**config.mk**
```make
export PLATFORM = sky130hd
export DESIGN_NAME = serial_add_sub
export DESIGN_NICKNAME = d
export VERILOG_FILES = /design/src/rtl/serial_add_sub.sv
export SDC_FILE = /design/constraint.sdc
export NUM_CORES = 1
export LEC_CHECK = 0
export BUFFER_PORTS_ARGS = -buffer_cell sky130_fd_sc_hd__clkbuf_2
export CAP_MARGIN = 20
export CORE_MARGIN = 3
export CORE_UTILIZATION = 40
export CTS_CLUSTER_DIAMETER = 80
export DETAILED_ROUTE_END_ITERATION = 10
export PLACE_DENSITY = 0.66
export SLEW_MARGIN = 5
export SYNTH_ARGS = -nofsm -noshare
export SYNTH_HDL_FRONTEND = slang
export SYNTH_SLANG_ARGS = --single-unit
export TNS_END_PERCENT = 50
```
**constraint.sdc**
```tcl
create_clock -name clock -period 4.97 [get_ports clock]
set_clock_uncertainty 0.05 [all_clocks]
set_input_delay 0.2485 -clock clock [delete_from_list [all_inputs] [get_ports clock]]
set_output_delay 0.2485 -clock clock [all_outputs]
set_load 0.1 [all_outputs]
```
**src/rtl/serial_add_sub.sv**
```systemverilog
// ============================================================================
// Module   : serial_add_sub
// Brief    : Bit-serial adder/subtractor, one bit per clock, LSB first.
//            Optional signed-overflow output guarded by SERIAL_ADD_SUB_OVF_EN.
// Revision : 1.0 - initial release
// ============================================================================
`default_nettype none

module serial_add_sub #(
    parameter int WIDTH = 32
) (
    input  logic             clock,
    input  logic             reset,
    input  logic             io_start,
    input  logic             io_op,
    input  logic [WIDTH-1:0] io_a,
    input  logic [WIDTH-1:0] io_b,
    output logic             io_busy,
    output logic             io_done,
    output logic [WIDTH-1:0] io_result,
    output logic             io_cout
`ifdef SERIAL_ADD_SUB_OVF_EN
    ,
    output logic             io_ovf
`endif
);

    localparam int CNT_W = $clog2(WIDTH + 1);

    typedef enum logic [1:0] {
        S_IDLE = 2'd0,
        S_RUN  = 2'd1,
        S_DONE = 2'd2
    } state_t;

    state_t             r_state;
    state_t             w_state_nxt;
    logic [WIDTH-1:0]   r_shift_a;
    logic [WIDTH-1:0]   r_shift_b;
    logic [WIDTH-1:0]   r_shift_r;
    logic               r_carry;
    logic [CNT_W-1:0]   r_cnt;
    logic               w_sum;
    logic               w_carry_nxt;
    logic               w_last;

    // Single full-adder slice shared by every bit position
    assign w_sum       = r_shift_a[0] ^ r_shift_b[0] ^ r_carry;
    assign w_carry_nxt = (r_shift_a[0] & r_shift_b[0]) |
                         (r_shift_a[0] & r_carry) |
                         (r_shift_b[0] & r_carry);
    assign w_last      = (r_cnt == CNT_W'(WIDTH - 1));

    assign io_busy = (r_state == S_RUN);
    assign io_done = (r_state == S_DONE);

    always_ff @(posedge clock or posedge reset) begin
        if (reset) begin
            r_state <= S_IDLE;
        end else begin
            r_state <= w_state_nxt;
        end
    end

    always_comb begin
        w_state_nxt = r_state;
        case (r_state)
            S_IDLE:  if (io_start) w_state_nxt = S_RUN;
            S_RUN:   if (w_last)   w_state_nxt = S_DONE;
            S_DONE:  w_state_nxt = S_IDLE;
            default: w_state_nxt = S_IDLE;
        endcase
    end

    always_ff @(posedge clock or posedge reset) begin
        if (reset) begin
            r_shift_a <= '0;
            r_shift_b <= '0;
            r_shift_r <= '0;
            r_carry   <= 1'b0;
            r_cnt     <= '0;
            io_result <= '0;
            io_cout   <= 1'b0;
        end else begin
            if (r_state == S_IDLE && io_start) begin
                // Subtraction is a + ~b + 1: invert b and seed the carry with 1
                r_shift_a <= io_a;
                r_shift_b <= io_op ? ~io_b : io_b;
                r_carry   <= io_op;
                r_cnt     <= '0;
            end else if (r_state == S_RUN) begin
                r_shift_a <= {1'b0, r_shift_a[WIDTH-1:1]};
                r_shift_b <= {1'b0, r_shift_b[WIDTH-1:1]};
                r_shift_r <= {w_sum, r_shift_r[WIDTH-1:1]};
                r_carry   <= w_carry_nxt;
                r_cnt     <= r_cnt + 1'b1;
                if (w_last) begin
                    io_result <= {w_sum, r_shift_r[WIDTH-1:1]};
                    io_cout   <= w_carry_nxt;
                end
            end
        end
    end

`ifdef SERIAL_ADD_SUB_OVF_EN
    // In the final RUN cycle r_carry is the carry into the MSB
    always_ff @(posedge clock or posedge reset) begin
        if (reset) begin
            io_ovf <= 1'b0;
        end else if (r_state == S_RUN && w_last) begin
            io_ovf <= r_carry ^ w_carry_nxt;
        end
    end
`endif

endmodule

`default_nettype wire
```
# After elaboration in Yosys (flattened, before gate mapping)

Cells that the tools add are included.

Register bits after elaboration: 138
Input port bits: 68
Output and inout bits: 35
Word-level logic and storage cells: 41

Add/subtract/negate cells: 1
Equal/unequal tests: 5
Mux-type cells: 12
Bitwise operators: 9
Reductions and logical operators: 6

Operators by type and width:

| operator            | count |
|---|---|
| $mux 32             | 5 |
| $not 32->32         | 1 |
| $mux 6              | 2 |
| $add 6x1->6 const B | 1 |
| $eq 6x5->1 const B  | 1 |
| $mux 2              | 2 |
| $pmux 2 s2          | 1 |
| $reduce_and 2->1    | 2 |
| $and 1x1->1         | 3 |
| $reduce_and 3->1    | 1 |
| $eq 2x1->1 const B  | 1 |
| $eq 2x2->1 const B  | 1 |
| $logic_not 2->1     | 1 |
| $mux 1              | 2 |
| $ne 2x1->1 const B  | 1 |
| $ne 2x2->1 const B  | 1 |
| $or 1x1->1          | 2 |
| $reduce_bool 2->1   | 1 |
| $xor 1x1->1         | 2 |
| $logic_and 1x1->1   | 1 |
| $not 1->1           | 1 |

# Logic depth before layout (Yosys ltp)

Gate-level depths: netlist of run 1.

Depth in word-level cells: 5
Depth in mapped cells: 7
Gate-level depth less buffers: 4

# Least setup slack after synthesis of run 1

Ideal clock, no wire load.

Path type: reg2out
From: register r_state[0]
To: output io_done
Data arrival time: 2.156 ns
Data required time: 4.672 ns
Slack: 2.516 ns
Cell stages (with the launch flop): 4
Buffers on the path: 2
Cell sequence: dfrtp_1 -> clkbuf_1 -> clkbuf_1 -> nor2b_1

Word-level cells in the longest chain between the ends: 1

Ends and longest elaborated chain:

| what                     | line | source |
|---|---|---|
| start: declaration       | 36   | `state_t r_state;` |
| start signal: assignment | 61   | `r_state <= w_state_nxt;` |
| $eq 2x2->1               | 55   | `assign io_done = (r_state == S_DONE);` |
| end: declaration         | 19   | `output logic io_done,` |

Every way passes these cells.

# Worst setup path in the final report of run 1

From: register r_state[1]
To: output io_busy

Word-level cells in the longest chain between the ends: 1

Ends and longest elaborated chain:

| what             | line | source |
|---|---|---|
| $eq 2x1->1       | 54   | `assign io_busy = (r_state == S_RUN);` |
| end: declaration | 18   | `output logic io_busy,` |

Every way passes these cells.

==> qor.yml, run 1 <==
outcome:
  status: "completed"
worst_setup_path:
  crit_fanout: 69
  crit_start: "r_state[1]"
  reg2reg_depth: 6
  arrival_ns: 2.30
  worstSetupPathType: "flip-flop to output port"
  timing.rr.start: "r_state[1]"
  end_kind: "output port"
  ff2ff_setup_slack_ns: 2.46
  startpoint_type: "flip-flop"
  crit_required_ns: 4.67
  rr_endpoint: "io_result[30]"
grt:
  grt_usage: 0.1638
  grt_pass1_vias: 4266
  grt_overflow_total: 0
  grt_pass1_wl_mm: 21.37
  antenna_found_initial: 0
  grt_start_max_net_pins: 88
yosys:
  syn-cell-area_um2: 5929
  synth_seq_cells: 137
  synth_nets: 639
  ys_dominant_reg_cell: "dfrtp_1"
  ys_types: 30
  syn_area_per_cell_um2: 10.42
  yosysSeqAreaShare: 0.5782
  async_flop_share: 1.000
  synth_edf_count: 0
  synth.yosys.warnings: 0
  synth_cells: 569
floorplanning:
  start_util: 0.4175
  dieArea_um2: 16320
  core_um2: 14200
  rows: 43
  die_h_um: 127.8
  dieWidth_um: 127.8
  io_pins: 103
hold_path:
  min_path_type: "input pin to flip-flop"
  worstHoldStart: "io_a[31]"
  hold_depth: 3
  hold_end: "r_shift_a[31]"
route:
  wl_mm: 13.02
  vias: 4422
  routed_via_density: 5.208
  drt_iter0_markers: 377
  route.detailed.drc: 0
  first_pass_iters: 5
  ant_nets: 0
  wl_per_cell_um: 15.33
timing:
  setup-tns-final_ns: 0
  drv_slew: 0
  timing.final.crit_share: 0.5219
  layout_setup_ws_ns: 2.376
  hold_viol: 0
  setup_violations: 0
  fmax_mhz: 385.5
  timing.final.crit_period_ns: 2.594
  rsz0062_at_grt: "false"
  worst_slew_pin_slew_ns: 1.019
  relSlewSlack: 0.3209
placed_design:
  place_ws_ns: 2.429
  hpwl_mm: 8.206
  port_buffers: 102
  gp_congestion: 0.7634
layout:
  num_antenna_cells: 0
  fillers: 1289
  drive_above_1_share: 0.2661
  final_cell_mix: "nand2_1 (193), dfrtp_1 (135), clkbuf_2 (102), o21ai_0 (39), xnor2_1 (32)"
  multi_input_area_um2: 2300
  num-nets-final: 726
  seq_area_um2: 3431
  area_growth_syn_to_layout_pct: 21.08
  layout.cells.most_common: "nand2_1"
cts:
  clkSlewWorstSetupHoldPaths_ns: 0.06
  cts_setup_buffers: 0
  clockBufferDepth: 2
  cts_tree: "yes"
  htreeDepth: 4
  cts_root_buffer: "clkbuf_16"
  cts-buffers-inserted: 17
  clkSinkCount: 137
  clk_latency_ns: 0.42
  hold_buffers: 1
  ctsResizeCount: 0
power_and_ir_drop:
  powerDensity_nw_per_um2: 488.1
  ir_drop_mv: 0.2766
  power.leakage_nw: 3.373
job:
  cap_violations: 0
-- report_power, final --
group	internal [mW]	switching, mW
combinational	0.238	0.366
clock	0.842	0.478
sequential	1.39	0.189
total	2.47	1.03
-- routing by layer --
| metal | track usage | wire length, µm | vias to the layer above |
|---|---|---|---|
| li1 | - | - | 2111 |
| met1 | 0.2228 | 5801 | 2193 |
| met2 | 0.2511 | 6370 | 106 |
| met3 | 0.04708 | 694 | 12 |
| met4 | 0.05930 | 151 | 0 |
| met5 | 0 | 0 | - |
-- cell type report --
type                            count  area share
Sequential cell                   137      0.4779
Multi-Input combinational cell    386      0.3203
Timing Repair Buffer              111     0.08086
Clock buffer                       18     0.05978
Tap cell                          180     0.03137
Clock inverter                     14     0.02754
Inverter                            3    0.002266
-- synth_stat cells (2+ instances only) --
master | count | area share
buf_6 | 3 | 0.0057
dfrtp_1 | 137 | 0.58
mux2_2 | 31 | 0.059
buf_1 | 7 | 0.0044
nand4_1 | 2 | 0.0021
nand2_1 | 193 | 0.12
nor2b_1 | 6 | 0.0063
buf_4 | 2 | 0.0025
a22oi_1 | 30 | 0.038
mux2_1 | 2 | 0.0038
xnor2_1 | 32 | 0.047
mux2i_1 | 2 | 0.0034
buf_2 | 8 | 0.0068
o21ai_0 | 39 | 0.033
o221ai_1 | 31 | 0.046
a21oi_1 | 5 | 0.0042
clkbuf_1 | 23 | 0.015
and3b_1 | 2 | 0.0030
inv_1 | 3 | 0.0019
-- worst max-delay path, cell delays in order (launching register included) --
cell and delay (ns):
dfrtp_2 0.34, buf_4 0.50, nand2b_1 0.19, buf_4 0.34, inv_1 0.11, clkbuf_2 0.39
-- registers in the layout, summed over array words and instances (netlist names) --
signal / flops
io_cout: 1
r_carry: 1
r_state: 2
r_cnt: 6
r_shift_r: 31
io_result: 32
r_shift_b: 32
r_shift_a: 32
-- through the flow --
stage / total power [mW] / instance area [µm²] / util / hold WS, ns / instances
final: 3.504 / 7179 / 0.5055 / 0.02409 / 849
after global routing: 3.708 / 7179 / 0.5055 / 0.04639 / 849
after CTS: 3.543 / 7179 / 0.5055 / 0.009700 / 849
after detailed placement: 2.201 / 6543 / 0.4606 / 0.3919 / 816
after global placement: 2.169 / 6543 / 0.4606 / 0.3795 / 816
after floorplan: 2.019 / 5929 / - / 0.3420 / 569
-- cell families (layout without fill, tap and decap cells) --
kind of cell | after synthesis | count (layout) | share of synthesized area
AO/OA/AOI/OAI | 107 | 107 | 0.1237
XOR/XNOR | 33 | 33 | 0.04874
adder cells (fa/ha/maj) | 2 | 2 | 0.005486
buffers and inverters | 46 | 146 | 0.03587
flip-flops | 137 | 137 | 0.5782
multiplexers | 35 | 35 | 0.06605
AND/OR/NAND/NOR | 209 | 209 | 0.1420
-- worst max path at each step --
stage | to | slack [ns] | cells past startpoint
2_1_floorplan | io_cout | 1.00 | 1
3_5_place_dp | io_result[12] | 2.43 | 6
3_3_place_gp | io_result[17] | 2.49 | 6
5_1_grt | io_busy | 2.21 | 5
4_1_cts | io_busy | 2.31 | 5
6_report | io_busy | 2.38 | 5
Power figures use the tool's default switching activity.
==> run 2, diff against run 1 <==
- ABC_AREA: default -> 1
- PLACE_DENSITY: 0.66 -> 0.68
- clock period: 4.97 -> 2.1 ns (I/O delays scaled with it)
==> qor.yml, run 2 <==
worst_setup_path:
  crit_chain: "inv_2 > nor2_4 > buf_4 > buf_4"
  end_kind: "output port"
  worstSetupPathType: "flip-flop to output port"
  startpoint_type: "flip-flop"
  crit_fanout: 9  # -87%
  reg2reg_depth: 6  # unchanged
  rr_endpoint: "io_result[13]"
  crit_slowest_cell: "dfrtp_1"
  ff2ff_setup_slack_ns: 0.52  # -1.94 ns
  timing.rr.start: "r_cnt[1]"
  crit_required_ns: 1.95  # -2.72 ns
  arrival_ns: 1.56  # -0.74 ns
  max_stage_delay_ns: 0.43  # -0.07 ns
  crit_path_frequent_cell: "buf_4"
yosys:
  synth_seq_cells: 137  # unchanged
  synth.area.top_cells: "dfrtp_1 (57%), nand2_1 (23%), nand3_1 (8.4%)"
  syn_area_per_cell_um2: 8.462  # -19%
  ys_types: 19  # -37%
  yosysSeqAreaShare: 0.5747  # -0.003517
  synth_cells: 705  # +24%
  syn-cell-area_um2: 5966  # +0.61%
  synth_top_area_share: 0.5747  # -0.003517
  yosys.cell_count.top_type: "nand2_1"
  synth.yosys.warnings: 0  # unchanged
  ys_dominant_reg_cell: "dfrtp_1"
  async_flop_share: 1.000  # unchanged
  synth_top_cell_by_area: "dfrtp_1"
  synth_edf_count: 0  # unchanged
  synth_nets: 775  # +21%
  synth_commonest_cells: "nand2_1 (364), dfrtp_1 (137), nand3_1 (100)"
floorplanning:
  core_um2: 14590  # +2.7%
  dieWidth_um: 128.1  # +0.29%
  dieArea_um2: 16420  # +0.59%
  die_h_um: 128.1  # +0.29%
  rows: 44  # +2.3%
  io_pins: 103  # unchanged
  start_util: 0.4089  # -0.008540
layout:
  multi_input_area_um2: 2286  # -0.60%
  fillers: 1300  # +0.85%
  num-nets-final: 934  # +29%
  final_cells: 1062  # +25%
  seq_area_um2: 3428  # about the same
  layout.cells.most_common: "nand2_1"
  final_cell_mix: "nand2_1 (364), dfrtp_1 (137), clkbuf_2 (101), nand3_1 (100), dlygate4sd3_1 (65)"
  area_growth_syn_to_layout_pct: 33.24
  reg_top3: "io_result x32, r_shift_a x32, r_shift_b x32"
  fin_area_um2: 7949  # +11%
  drive_above_1_share: 0.1756  # -0.09047
placed_design:
  place_ws_ns: 0.5297  # -1.899 ns
  hpwl_mm: 7.874  # -4.0%
  port_buffers: 102  # unchanged
  dpl.cell_count: 964  # +18%
  placed_area_um2: 6695  # +2.3%
  gp_congestion: 0.7423  # -2.8%
cts:
  clkSinkCount: 137  # unchanged
  cts_root_buffer: "clkbuf_16"
  clk_latency_ns: 0.41  # about the same
  ctsResizeCount: 0  # unchanged
  cts-buffers-inserted: 17  # unchanged
  cts_tree: "yes"
  cts_setup_buffers: 0  # unchanged
  clkSlewWorstSetupHoldPaths_ns: 0.06  # about the same
  hold_buffers: 65  # +64
  clockBufferDepth: 2  # unchanged
  htreeDepth: 4  # unchanged
power_and_ir_drop:
  powerDensity_nw_per_um2: 1429  # +190%
  power.leakage_nw: 4.197  # +24%
  ir_drop_mv: 0.6936  # +150%
  p_total_mw: 11.36  # +220%
route:
  routed_via_density: 4.727  # -9.2%
  drt_iter0_markers: 298  # -21%
  wl_per_cell_um: 12.94  # -16%
  ant_nets: 0  # unchanged
  first_pass_iters: 4  # -1
  wl_mm: 13.74  # +5.5%
  vias: 5020  # +14%
  route.detailed.drc: 0  # unchanged
grt:
  grt_pass1_vias: 4906  # +15%
  grt_start_max_net_pins: 85  # -3.4%
  grt_pass1_wl_mm: 23.59  # +10%
  grt_overflow_total: 0  # unchanged
  antenna_found_initial: 0  # unchanged
  grt_usage: 0.1778  # +0.01398
timing:
  rsz0062_at_grt: "false"
  worst_slew_pin_slew_ns: 0.6095  # -0.4091 ns
  setup_violations: 0  # unchanged
  layout_setup_ws_ns: 0.3896  # -1.987 ns
  timing.final.crit_period_ns: 1.710
  timing.final.crit_share: 0.8145
  relSlewSlack: 0.5928  # +0.2719
  hold_viol: 0  # unchanged
  setup-tns-final_ns: 0  # unchanged
  fmax_mhz: 584.6
  drv_slew: 0  # unchanged
hold_path:
  hold_end: "r_shift_a[30]"
  hold_depth: 4  # +1
  worstHoldStart: "io_start"
  min_path_type: "input pin to flip-flop"
outcome:
  status: "completed"
job:
  cap_violations: 0  # unchanged
-- run 2: cell count changes in the layout (fill, tap and decap cells not counted), sizes merged, moves of 5 or more --
cell / delta
nand2: +172
nand3: +99
dlygate4sd3: +64
mux2: -33
o21ai: -31
o221ai: -31
xnor2: -31
a22oi: -30
xor2: +30
inv: +8
buf: +6
nor2b: -6
a21oi: -5
nor2: +5
-- run 2: cell families after synthesis --
logic type               count (synthesis)  share of synthesized area
AND/OR/NAND/NOR                        471                     0.3215
flip-flops                             137                     0.5747
buffers and inverters                   53                    0.04216
XOR/XNOR                                32                    0.04698
AO/OA/AOI/OAI                           10                   0.009228
adder cells (fa/ha/maj)                  2                   0.005453
-- run 2: area by class of cell --
class	instances	share of cell area
sequential	137	0.4313
inverter	13	0.006611
clock inverter	10	0.01464
clock buffer	22	0.06092
multi-input combinational	515	0.2876
timing repair buffer	180	0.1697
tap	184	0.02896
antenna	1	0.0003148
-- run 2: report_power, final --
group	internal (mW)	total (mW)	switching [mW]	leakage, nW
logic	1.09	4.08	2.99	2.12
registers	3.65	4.28	0.629	1.79
clock network	1.88	3.00	1.13	0.292
-- run 2: stage by stage --
| stage | hold WS, ns | utilization |
|---|---|---|
| 3_3_place_gp | 0.1472 | 0.4589 |
| 4_1_cts | 0.01201 | 0.5447 |
| 2_1_floorplan | 0.1760 | - |
| 6_report | 0.02320 | 0.5449 |
| 5_1_grt | 0.02898 | 0.5447 |
| 3_5_place_dp | 0.1475 | 0.4589 |
-- run 2: critical path, delay by kind of cell, from the launching register on --
| kind | cells | cell delay [ns] |
|---|---|---|
| simple gates | 1 | 0.15 |
| buf+inv | 3 | 0.57 |
| flops | 1 | 0.43 |
-- run 2: metal layers --
layer  vias to the layer above  wire length (µm)  GRT usage
met3                        17               602    0.04792
met4                         0               197    0.05493
met2                       137              6587     0.2813
met1                      2334              6353     0.2395
met5                         -                 0          0
li1                       2532                 -          -
-- run 2: how the worst max path moves through the flow --
stage	from	endpoint	slack [ns]	cells after the start
after floorplan	r_state[1]	io_done	0.23	2
after global placement	r_cnt[1]	io_result[0]	0.61	6
after detailed placement	r_cnt[1]	io_result[0]	0.53	7
after CTS	r_state[0]	io_busy	0.37	4
after global routing	r_state[0]	io_busy	0.30	4
final	r_state[0]	io_busy	0.39	4
